**src/rtl/ifetch_bridge.sv**
```systemverilog
// Instruction fetch bridge: a two-entry buffer (demand D, prefetch P) between the
// CPU fetch port and a request/acknowledge memory, with next-line prefetch and a request timeout.
module ifetch_bridge #(
    parameter int unsigned TIMEOUT  = 255,
    parameter logic [31:0] RST_ADDR = 32'h0000_0000
) (
    input  logic        clk,
    input  logic        rst_n,
    input  logic        rom_ce_i,
    input  logic [31:0] rom_addr_i,
    output logic [31:0] rom_data_o,
    output logic        stall_req_o,
    output logic        mem_req_o,
    output logic [31:0] mem_addr_o,
    input  logic        mem_ack_i,
    input  logic [31:0] mem_rdata_i,
    output logic        err_o
);

    localparam int CW = $clog2(TIMEOUT + 1);
    localparam logic [CW-1:0] CNT_LAST = CW'(TIMEOUT - 1);

    typedef enum logic [1:0] {IDLE, DFETCH, PFETCH} state_e;

    state_e        state_q;
    logic          dValid_q, pValid_q;
    logic [29:0]   dTag_q, pTag_q;
    logic [31:0]   dData_q, pData_q;
    logic          memReq_q;
    logic [31:0]   memAddr_q;
    logic [CW-1:0] toCnt_q;
    logic          err_q;

    logic [29:0] cpuTag, nextTag, fetchTag;
    logic        dHit, pHit, pHoldsNext;
    logic        unusedBits;

    assign unusedBits = ^{RST_ADDR, rom_addr_i[1:0]};

    assign cpuTag   = rom_addr_i[31:2];
    assign nextTag  = cpuTag + 30'd1;
    assign fetchTag = memAddr_q[31:2];

    assign dHit = rom_ce_i && dValid_q && (dTag_q == cpuTag);
    assign pHit = rom_ce_i && !dHit && pValid_q && (pTag_q == cpuTag);

    // P as it will look after a P hit moves its line into D
    assign pHoldsNext = pValid_q && !pHit && (pTag_q == nextTag);

    always_comb begin
        rom_data_o  = '0;
        stall_req_o = 1'b0;
        if (rst_n && rom_ce_i) begin
            if (dHit) begin
                rom_data_o = dData_q;
            end else if (pHit) begin
                rom_data_o = pData_q;
            end else begin
                stall_req_o = 1'b1;
            end
        end
    end

    // Fetch data written at an ack overrides the P-to-D move made at the same edge
    always_ff @(posedge clk or negedge rst_n) begin
        if (!rst_n) begin
            state_q   <= IDLE;
            dValid_q  <= 1'b0;
            pValid_q  <= 1'b0;
            dTag_q    <= '0;
            pTag_q    <= '0;
            dData_q   <= '0;
            pData_q   <= '0;
            memReq_q  <= 1'b0;
            memAddr_q <= '0;
            toCnt_q   <= '0;
            err_q     <= 1'b0;
        end else begin
            if (pHit) begin
                dValid_q <= 1'b1;
                dTag_q   <= pTag_q;
                dData_q  <= pData_q;
                pValid_q <= 1'b0;
            end
            case (state_q)
                IDLE: begin
                    toCnt_q <= '0;
                    if (rom_ce_i) begin
                        if (!dHit && !pHit) begin
                            state_q   <= DFETCH;
                            memReq_q  <= 1'b1;
                            memAddr_q <= {cpuTag, 2'b00};
                        end else if (!pHoldsNext) begin
                            state_q   <= PFETCH;
                            memReq_q  <= 1'b1;
                            memAddr_q <= {nextTag, 2'b00};
                        end
                    end
                end
                DFETCH, PFETCH: begin
                    if (mem_ack_i) begin
                        toCnt_q <= '0;
                        if (state_q == DFETCH || cpuTag == fetchTag) begin
                            dValid_q <= 1'b1;
                            dTag_q   <= fetchTag;
                            dData_q  <= mem_rdata_i;
                        end else begin
                            pValid_q <= 1'b1;
                            pTag_q   <= fetchTag;
                            pData_q  <= mem_rdata_i;
                        end
                        if (state_q == DFETCH && rom_ce_i) begin
                            state_q   <= PFETCH;
                            memAddr_q <= {fetchTag + 30'd1, 2'b00};
                        end else begin
                            state_q  <= IDLE;
                            memReq_q <= 1'b0;
                        end
                    end else if (toCnt_q == CNT_LAST) begin
                        err_q    <= 1'b1;
                        memReq_q <= 1'b0;
                        toCnt_q  <= '0;
                        state_q  <= IDLE;
                    end else begin
                        toCnt_q <= toCnt_q + 1'b1;
                    end
                end
                default: state_q <= IDLE;
            endcase
        end
    end

    assign mem_req_o  = memReq_q;
    assign mem_addr_o = memAddr_q;
    assign err_o      = err_q;

endmodule

```
**config.mk**
```make
export PLATFORM = sky130hd
export DESIGN_NAME = ifetch_bridge
export DESIGN_NICKNAME = d
export VERILOG_FILES = /design/src/rtl/ifetch_bridge.sv
export SDC_FILE = /design/constraint.sdc
export NUM_CORES = 1
export LEC_CHECK = 0
export CELL_PAD_IN_SITES_DETAIL_PLACEMENT = 1
export CELL_PAD_IN_SITES_GLOBAL_PLACEMENT = 1
export CORE_MARGIN = 10
export CORE_UTILIZATION = 39
export DETAILED_ROUTE_END_ITERATION = 8
export PLACE_DENSITY = 0.77
export SLEW_MARGIN = 10
export SYNTH_ARGS = -nofsm -noshare
export SYNTH_HDL_FRONTEND = slang
export SYNTH_SLANG_ARGS = --single-unit
```
**constraint.sdc**
```tcl
create_clock -name clk -period 2.6 [get_ports clk]
set_input_delay 0.26 -clock clk [delete_from_list [all_inputs] [get_ports clk]]
set_output_delay 0.26 -clock clk [all_outputs]
set_load 0.1 [all_outputs]
```
==> flow_summary.yaml, run 1 <==
routing:
  wirelength_mm: 57.6
  routedWlPerCell_um: 31.1
  via_count: 11900
  drt_iter0_drc: 1248
  drt_pass1_iterations: 5
  viasPerCell: 6.43
  antenna_left: 0
  drc_errors: 0
global_routing:
  grt_pass1_wl_mm: 76.4
  grt_overflow: 0
  antenna_found_initial: 1
  grt_pass1_vias: 12300
  track_usage: 0.293
  grt_max_degree: 85
critical_path:
  cp_slowest_cell: "or4_4"
  cp.required_ns: 2.34
  worstRegToRegCells: 12
  cp.depth: 12
  worstPathArrival_ns: 3.21
  cp_max_fo: 6
  worstPathCellList: "xor2_2, or4_4, nor4_4, buf_4, nand3_4, nor2_4, buf_12, buf_8, buf_16, a22oi_2, nor2_4, buf_12"
  cp_slowest_stage_delay_ns: 0.60
  critPathBufInv: 5
  cp_top_family: "simple AND/OR/NAND/NOR gates"
  worstSetupPathType: "reg -> out"
  cp-start-kind: "flop"
  end_kind: "primary output"
run_status:
  failed_checks: "negative setup slack"
  outcome: "finished, violations left"
final_layout:
  final_layout_size_suffix_gt1_frac: 0.436
  utilization: 0.620
  fillCellCount: 2821
  nets: 1572
  finish.instance_area_sq_mm: 0.0168
  area_growth_pct: 56.2
die:
  initial_core_util: 0.397
  num_io_pins: 135
  fp.dieH_um: 186
  coreArea_sq_mm: 0.0270
  rows: 60
  dieArea_sq_mm: 0.0346
  die_w_um: 186
logic_synthesis:
  synth_area_leaders: "dfrtp_1, mux2_2, mux2i_1"
  synth_edf_count: 0
  syn_avg_cell_area_sq_um: 9.17
  yosys_warnings: 0
  ys_seq_elements: 168
  ys_types: 69
  yosysTopAreaCellShare: 0.392
  synth_area_leader_cell: "dfrtp_1"
  postSynthCellCount: 1171
  ys_async_sr_fraction: 1.00
  netlist_area_sq_mm: 0.0107
  synth_top_flop_cell: "dfrtp_1"
  yosysSeqAreaShare: 0.392
job:
  maxCapViolations: 0
timing:
  finalHoldViolCount: 0
  grt_setup_unrepaired: "true"
  fmax_mhz: 289
  period_share: 1.33
  skew_ns: 0.0157
  setup-violations-final: 162
  tightest_slew_ns: 0.766
  max_slew_margin: 0.489
  fin_ws_ns: -0.865
  finalMaxSlewViolations: 0
  min_period_ns: 3.47
  tns_ns: -82.73
  fin_hold_ws_ns: 0.170
cts:
  cts_buffer_depth: 2
  htreeDepth: 4
  clkLatencyLatePin_ns: 0.47
  cts_root_buf: "clkbuf_16"
  cts_buffers: 17
  cts_num_sinks: 168
  cts_tree: "built"
  path_clk_slew_ns: 0.09
power:
  power_w: 0.0197
  power.density_mw_per_mm2: 1170
  leakage_nw: 6.51
  ir_worst_vdd_v: 0.00116
min_path:
  hold_class: "in -> async"
place:
  gp_congestion: 1.01
  port_buffers: 130
  dp.final_hpwl_mm: 31.7
  dpl_cell_area_sq_mm: 0.0146
[flip-flops by register name, indices dropped and copies added (netlist names)]
name        cells
dValid_q        1
mem_req_o       1
pTag_q         30
err_o           1
dData_q        32
toCnt_q         8
pData_q        32
dTag_q         30
state_q         2
pValid_q        1
mem_addr_o     30
[synthesized netlist by cell type, types with 3 or more instances]
master	n
a21oi_1	46
a22oi_1	34
a2bb2oi_1	4
a31oi_1	7
a41oi_1	5
and2_1	3
and3_1	12
buf_1	8
buf_2	17
buf_4	14
buf_6	4
clkbuf_1	60
dfrtp_1	168
ha_1	7
inv_1	11
mux2_2	63
mux2i_1	66
nand2_1	137
nand2b_1	5
nand3_1	30
nand4_1	31
nand4_2	3
nor2_1	71
nor3_1	23
nor3b_1	4
nor4_1	30
o21ai_0	103
o22a_1	3
o22ai_1	7
or2_2	3
or3_1	7
or4_1	7
xnor2_1	64
xor2_1	69
[metrics by stage]
step | cells | setup WS, ns
detailed placement | 1757 | -1.29
finish | 1852 | -0.865
floorplan | 1172 | -0.473
global placement | 1757 | -1.21
global route | 1852 | -0.944
CTS | 1835 | -0.734
[where the power goes]
| part | total [W] | switching (W) | internal, W | leakage [nW] |
|---|---|---|---|---|
| Combinational | 0.0114 | 0.00712 | 0.00430 | 4.22 |
| Sequential | 0.00555 | 0.00163 | 0.00392 | 2.00 |
| Clock | 0.00273 | 0.00143 | 0.00130 | 0.286 |
| Total | 0.0197 | 0.0102 | 0.00952 | 6.51 |
[cells by family (layout without fill, tap and decap cells)]
logic type | Yosys count | in the layout | synth area share
DFF | 168 | 168 | 0.392
other | 1 | 3 | 0.000349
and+or+nand+nor | 384 | 384 | 0.180
xor gates and xnor gates | 133 | 133 | 0.109
AOI/OAI and AO/OA | 232 | 232 | 0.131
muxes | 130 | 130 | 0.129
buffers and inverters | 116 | 454 | 0.0516
adders and majority gates | 7 | 7 | 0.00816
[cell type report]
| cell class | count | area (sq um) | share of cell area |
|---|---|---|---|
| clock inverters | 15 | 171 | 0.0102 |
| multi-input cells | 888 | 7140 | 0.426 |
| well taps | 341 | 427 | 0.0254 |
| repair buffers | 411 | 4280 | 0.255 |
| flip-flops and latches | 168 | 4280 | 0.255 |
| clock buffers | 17 | 425 | 0.0254 |
| inverters | 11 | 41.3 | 0.00246 |
| diodes | 1 | 2.50 | 0.000149 |
[path summary, 6_finish.rpt]
path	from	to	slack [ns]
worst min-delay path	rst_n	mem_addr_o[16]	0.17
worst max register to register	pTag_q[23]	mem_addr_o[5]	-0.84
max in group asynchronous	rst_n	mem_addr_o[5]	1.32
min in group clk	mem_rdata_i[15]	dData_q[15]	0.39
worst max-delay path	pTag_q[14]	rom_data_o[6]	-0.87
worst min register to register	toCnt_q[6]	toCnt_q[6]	0.51
[layer usage]
layer / vias up / track usage / wire length [um]
li1: 4810 / - / -
met1: 5978 / 0.339 / 20800
met2: 800 / 0.502 / 27800
met3: 316 / 0.0577 / 4760
met4: 0 / 0.153 / 4270
met5: - / 0 / 0
[timing repair]
| action | 4_1_cts | 5_1_grt |
|---|---|---|
| pin swaps | 64 | 33 |
| endpoints found under the setup margin | 129 | 130 |
| hold buffers | 1 | 0 |
| resized for setup | 222 | 62 |
| hold endpoints to repair | 36 | 0 |
| setup buffers | 34 | 16 |
| gates cloned | 11 | 0 |
[cell usage in the layout (no fill, tap or decap), drive strengths merged, types with 36 or more instances in the layout]
cell	Yosys	routed
mux2	64	64
dfrtp	168	168
mux2i	66	66
xor2	69	69
buf	44	345
o21ai	105	105
a21oi	48	48
nor2	71	71
nand4	36	36
nand2	138	138
clkdlybuf4s50	0	39
xnor2	64	64
Power figures use the tool's default switching activity.
==> run 2, diff against run 1 <==
--- a/config.mk
+++ b/config.mk
@@ -7,10 +7,9 @@
 export LEC_CHECK = 0
 export CELL_PAD_IN_SITES_DETAIL_PLACEMENT = 1
 export CELL_PAD_IN_SITES_GLOBAL_PLACEMENT = 1
-export CORE_MARGIN = 10
-export CORE_UTILIZATION = 39
+export CORE_UTILIZATION = 43
 export DETAILED_ROUTE_END_ITERATION = 8
-export PLACE_DENSITY = 0.77
+export PLACE_DENSITY = 0.81
 export SLEW_MARGIN = 10
 export SYNTH_ARGS = -nofsm -noshare
 export SYNTH_HDL_FRONTEND = slang
==> constraint.sdc (replaced) <==
create_clock -name clk -period 3.65 [get_ports clk]
set_input_delay 0.365 -clock clk [delete_from_list [all_inputs] [get_ports clk]]
set_output_delay 0.365 -clock clk [all_outputs]
set_load 0.1 [all_outputs]
==> flow_summary.yaml, run 2 (same netlist as run 1, synthesis figures left out) <==
run_status:
  outcome: "finished, final reports clean"
critical_path:
  worstPathArrival_ns: 3.23
  cp-start-kind: "flop"
  cp_max_fo: 18
  worstSetupPathType: "reg -> out"
  end_kind: "primary output"
  cp.required_ns: 3.28
  worstRegToRegCells: 10
timing:
  period_share: 0.984
  max_slew_margin: 0.305
  fmax_mhz: 278
  setup-violations-final: 0
  min_period_ns: 3.59
  skew_ns: 0.0159
  finalMaxSlewViolations: 0
  finalHoldViolCount: 0
  tightest_slew_ns: 1.04
routing:
  viasPerCell: 6.07
  drt_pass1_iterations: 6
  drc_errors: 0
  routedWlPerCell_um: 24.2
  drt_iter0_drc: 1003
  via_count: 10300
  antenna_left: 0
  wirelength_mm: 40.9
power:
  p_clk_frac: 0.164
  p_seq_frac: 0.326
  ir_worst_vdd_v: 0.000449
  pwr-share-comb: 0.510
  netSwitchingFraction: 0.503
  intPower_w: 0.00578
  leakage_nw: 5.48
  switching_power_w: 0.00584
  power.density_mw_per_mm2: 802
die:
  num_io_pins: 135
  dieArea_sq_mm: 0.0256
  die_w_um: 160
  initial_core_util: 0.440
  coreArea_sq_mm: 0.0244
  rows: 57
  fp.dieH_um: 160
place:
  port_buffers: 130
  dp.final_hpwl_mm: 28.6
  dpl_cell_area_sq_mm: 0.0136
  gp_congestion: 0.974
  dp.cells: 1652
global_routing:
  grt_pass1_wl_mm: 63.6
  grt_overflow: 0
  antenna_found_initial: 1
  track_usage: 0.322
  grt_max_degree: 67
  grt_pass1_vias: 10800
cts:
  htreeDepth: 4
  path_clk_slew_ns: 0.08
  cts_buffers: 17
  cts_buffer_depth: 2
  cts_num_sinks: 168
  clkLatencyLatePin_ns: 0.45
  cts_root_buf: "clkbuf_16"
  cts_tree: "built"
final_layout:
  nets: 1429
  top_regs: "dData_q (32), pData_q (32)"
  finish.instance_area_sq_mm: 0.0145
  layout.cells.non_filler: 1692
  final_layout_size_suffix_gt1_frac: 0.254
  layout_commonest_cell: "dfrtp_1"
  area_growth_pct: 35.0
  most-common-layout-cells: "dfrtp_1, nand2_1, buf_4"
job:
  maxCapViolations: 0
min_path:
  hold_class: "in -> async"
==> run 2: power groups by stage <==
stage          combinational [W]  sequential [W]  clock (W)
6_report                 0.00592         0.00379    0.00191
5_1_grt                  0.00626         0.00388    0.00200
4_1_cts                  0.00579         0.00373    0.00192
3_5_place_dp             0.00571         0.00374          0
3_3_place_gp             0.00546         0.00363          0
2_1_floorplan            0.00295         0.00447          0
==> run 2: worst paths after layout <==
check / to / start / slack [ns]
hold reg to reg: err_o / err_o / 0.48
max in group asynchronous: pData_q[18] / rst_n / 1.85
setup / recovery: rom_data_o[13] / pTag_q[8] / 0.06
min in group clk: err_o / err_o / 0.48
hold / removal: mem_addr_o[12] / rst_n / 0.45
setup reg to reg: mem_addr_o[30] / mem_addr_o[2] / 0.35
==> run 2: through the flow <==
step | TNS, ns | worst slack, ns | hold WS [ns] | util | total power (W)
after floorplan | 0 | 0.190 | 0.0694 | - | 0.00742
after global placement | -4.38 | -0.215 | 0.344 | 0.559 | 0.00909
after detailed placement | -13.68 | -0.340 | 0.359 | 0.559 | 0.00945
after CTS | 0 | 0.00161 | 0.463 | 0.587 | 0.0114
after global routing | -0.00956 | -0.00935 | 0.499 | 0.594 | 0.0121
final | 0 | 0.0570 | 0.448 | 0.594 | 0.0116
==> run 2: worst max-delay path: stages (launching register included) <==
cell	delay, ns
dfrtp_1	0.43
xor2_1	0.19
or4_4	0.59
nor4_4	0.29
buf_4	0.16
nand3_1	0.13
nor2_4	0.28
buf_12	0.15
buf_16	0.17
a22oi_2	0.09
nor2_4	0.11
buf_12	0.19
==> run 2: final cells by class <==
| class | instances | area, sq um |
|---|---|---|
| inverters | 11 | 41.3 |
| fillers | 2635 | 9910 |
| flip-flops and latches | 168 | 4200 |
| multi-input cells | 888 | 6380 |
| clock inverters | 15 | 190 |
| repair buffers | 268 | 2830 |
| well taps | 324 | 405 |
| clock buffers | 17 | 425 |
| diodes | 1 | 2.50 |
==> run 2: metal layers <==
| layer | vias up | wire length (um) | GRT usage | part of all wire |
|---|---|---|---|---|
| met3 | 96 | 2300 | 0.0626 | 0.056 |
| met2 | 384 | 20200 | 0.540 | 0.49 |
| met5 | - | 0 | 0 | 0 |
| met4 | 0 | 1250 | 0.116 | 0.031 |
| li1 | 4523 | - | - | - |
| met1 | 5273 | 17200 | 0.412 | 0.42 |
==> run 2: what timing repair did <==
item | in CTS | in global routing
endpoints found under the setup margin | 33 | 32
hold buffers | 1 | 0
buffers inserted | 1 | 3
gates cloned | 1 | 1
pin swaps | 2 | 3
gates resized for setup | 11 | 24
endpoints found under the hold margin | 47 | 0
==> run 3, diff against run 2 <==
--- a/config.mk
+++ b/config.mk
@@ -10,6 +10,7 @@
 export CORE_UTILIZATION = 43
 export DETAILED_ROUTE_END_ITERATION = 8
 export PLACE_DENSITY = 0.81
+export SKIP_CTS_REPAIR_TIMING = 1
 export SLEW_MARGIN = 10
 export SYNTH_ARGS = -nofsm -noshare
 export SYNTH_HDL_FRONTEND = slang
==> flow_summary.yaml, run 3 (same netlist as run 1, synthesis figures left out) <==
run_status:
  outcome: "finished, final reports clean"
cts:
  cts_root_buf: "clkbuf_16"
  cts_tree: "built"
  cts_buffer_depth: 2
  cts_buffers: 17
  cts_num_sinks: 168
  path_clk_slew_ns: 0.08
  clkLatencyLatePin_ns: 0.45
  htreeDepth: 4
final_layout:
  area_growth_pct: 35.3
  nets: 1425
  most-common-layout-cells: "dfrtp_1, nand2_1, buf_4"
  utilization: 0.595
  fillCellCount: 2640
  final_layout_size_suffix_gt1_frac: 0.263
  layout_commonest_cell: "dfrtp_1"
  top_regs: "dData_q (32), pData_q (32)"
routing:
  routedWlPerCell_um: 24.3
  drt_iter0_drc: 1060
  viasPerCell: 6.07
  drt_pass1_iterations: 7
  antenna_left: 0
  wirelength_mm: 41.0
  via_count: 10300
  drc_errors: 0
place:
  gp_congestion: 0.974
  port_buffers: 130
  dp.final_hpwl_mm: 28.6
die:
  num_io_pins: 135
  rows: 57
  coreArea_sq_mm: 0.0244
  fp.dieH_um: 160
  initial_core_util: 0.440
  dieArea_sq_mm: 0.0256
  die_w_um: 160
global_routing:
  track_usage: 0.317
  grt_pass1_wl_mm: 62.7
  grt_max_degree: 67
  grt_pass1_vias: 10700
  grt_overflow: 0
  antenna_found_initial: 1
power:
  leakage_nw: 5.47
  power.density_mw_per_mm2: 801
  ir_worst_vdd_v: 0.000403
critical_path:
  worstPathArrival_ns: 3.94
  cp.required_ns: 3.98
  worstPathCellList: "clkdlybuf4s50_1, ha_1, nand4_4, or4_4, or3_1, a21o_1, or4_1, or4_4, nand2b_2, buf_12, a21oi_1, o22a_1"
  cp_max_fo: 10
  critPathBufInv: 2
  cpMostUsedCell: "or4_4"
  cp_top_family: "simple AND/OR/NAND/NOR gates"
  end_kind: "flop"
  cp-start-kind: "primary input"
  cp_slowest_cell: "or4_4"
  worstSetupPathType: "in -> reg"
  cp_slowest_stage_delay_ns: 0.57
timing:
  finalHoldViolCount: 0
  finalMaxSlewViolations: 0
  fin_hold_ws_ns: 0.448
  skew_ns: 0.0173
  setup-violations-final: 0
  tightest_slew_ns: 1.03
  max_slew_margin: 0.313
  tns_ns: 0
  period_share: 0.989
  fmax_mhz: 277
  min_period_ns: 3.61
job:
  maxCapViolations: 0
min_path:
  hold_class: "in -> async"
run 3: cell count changes in the layout (fill, tap and decap cells not counted), moves of 2 or more:
cell / change
dlymetal6s2s_1: +4
clkdlybuf4s50_1: +2
buf_4: -2
a22oi_2: +21
dlygate4sd2_1: -5
a22oi_1: -21
run 3: worst paths after layout:
kind,from,to,slack (ns),cells after the start
worst max-delay path,rom_addr_i[3],mem_addr_o[30],0.04,12
worst min-delay path,rst_n,mem_addr_o[12],0.45,2
worst max register to register,pTag_q[8],mem_addr_o[26],0.26,12
worst min register to register,err_o,err_o,0.48,1
max in group asynchronous,rst_n,toCnt_q[6],1.87,3
min in group clk,err_o,err_o,0.48,1
run 3: where the power goes:
group	total, W	internal, W	leakage (nW)	switching, W
Clock	0.00191	0.000941	0.297	0.000969
Combinational	0.00590	0.00210	3.15	0.00380
Sequential	0.00382	0.00272	2.02	0.00110
run 3: cell type report:
class	instances	area (sq um)	share of cell area
Multi-Input combinational cell	888	6450	0.444
Sequential cell	168	4200	0.290
Timing Repair Buffer	264	2800	0.193
Clock buffer	17	425	0.0293
Tap cell	324	405	0.0279
Clock inverter	15	190	0.0131
Inverter	11	41.3	0.00284
Antenna cell	1	2.50	0.000172
run 3: metrics by stage:
step	power [W]	worst slack (ns)	cells	instance area (sq um)
CTS	0.0114	-0.216	1684	14200
finish	0.0116	0.0407	1688	14500
global route	0.0122	-0.0178	1688	14500
floorplan	0.00742	0.190	1172	11000
global placement	0.00909	-0.215	1652	13600
detailed placement	0.00945	-0.340	1652	13600
run 3: metal layers:
| layer | vias to the layer above | share of wire | track usage |
|---|---|---|---|
| met5 | - | 0 | 0 |
| met4 | 0 | 0.035 | 0.113 |
| met3 | 100 | 0.058 | 0.0574 |
| met2 | 389 | 0.49 | 0.534 |
| met1 | 5253 | 0.42 | 0.408 |
| li1 | 4510 | - | - |
run 3: worst register-to-register path: cells and delay by family (launching register included):
| kind | cells | cell delay [ns] |
|---|---|---|
| and+or+nand+nor | 5 | 1.70 |
| buffers and inverters | 3 | 0.55 |
| DFF | 1 | 0.43 |
| xor gates and xnor gates | 2 | 0.36 |
| AOI/OAI and AO/OA | 2 | 0.27 |
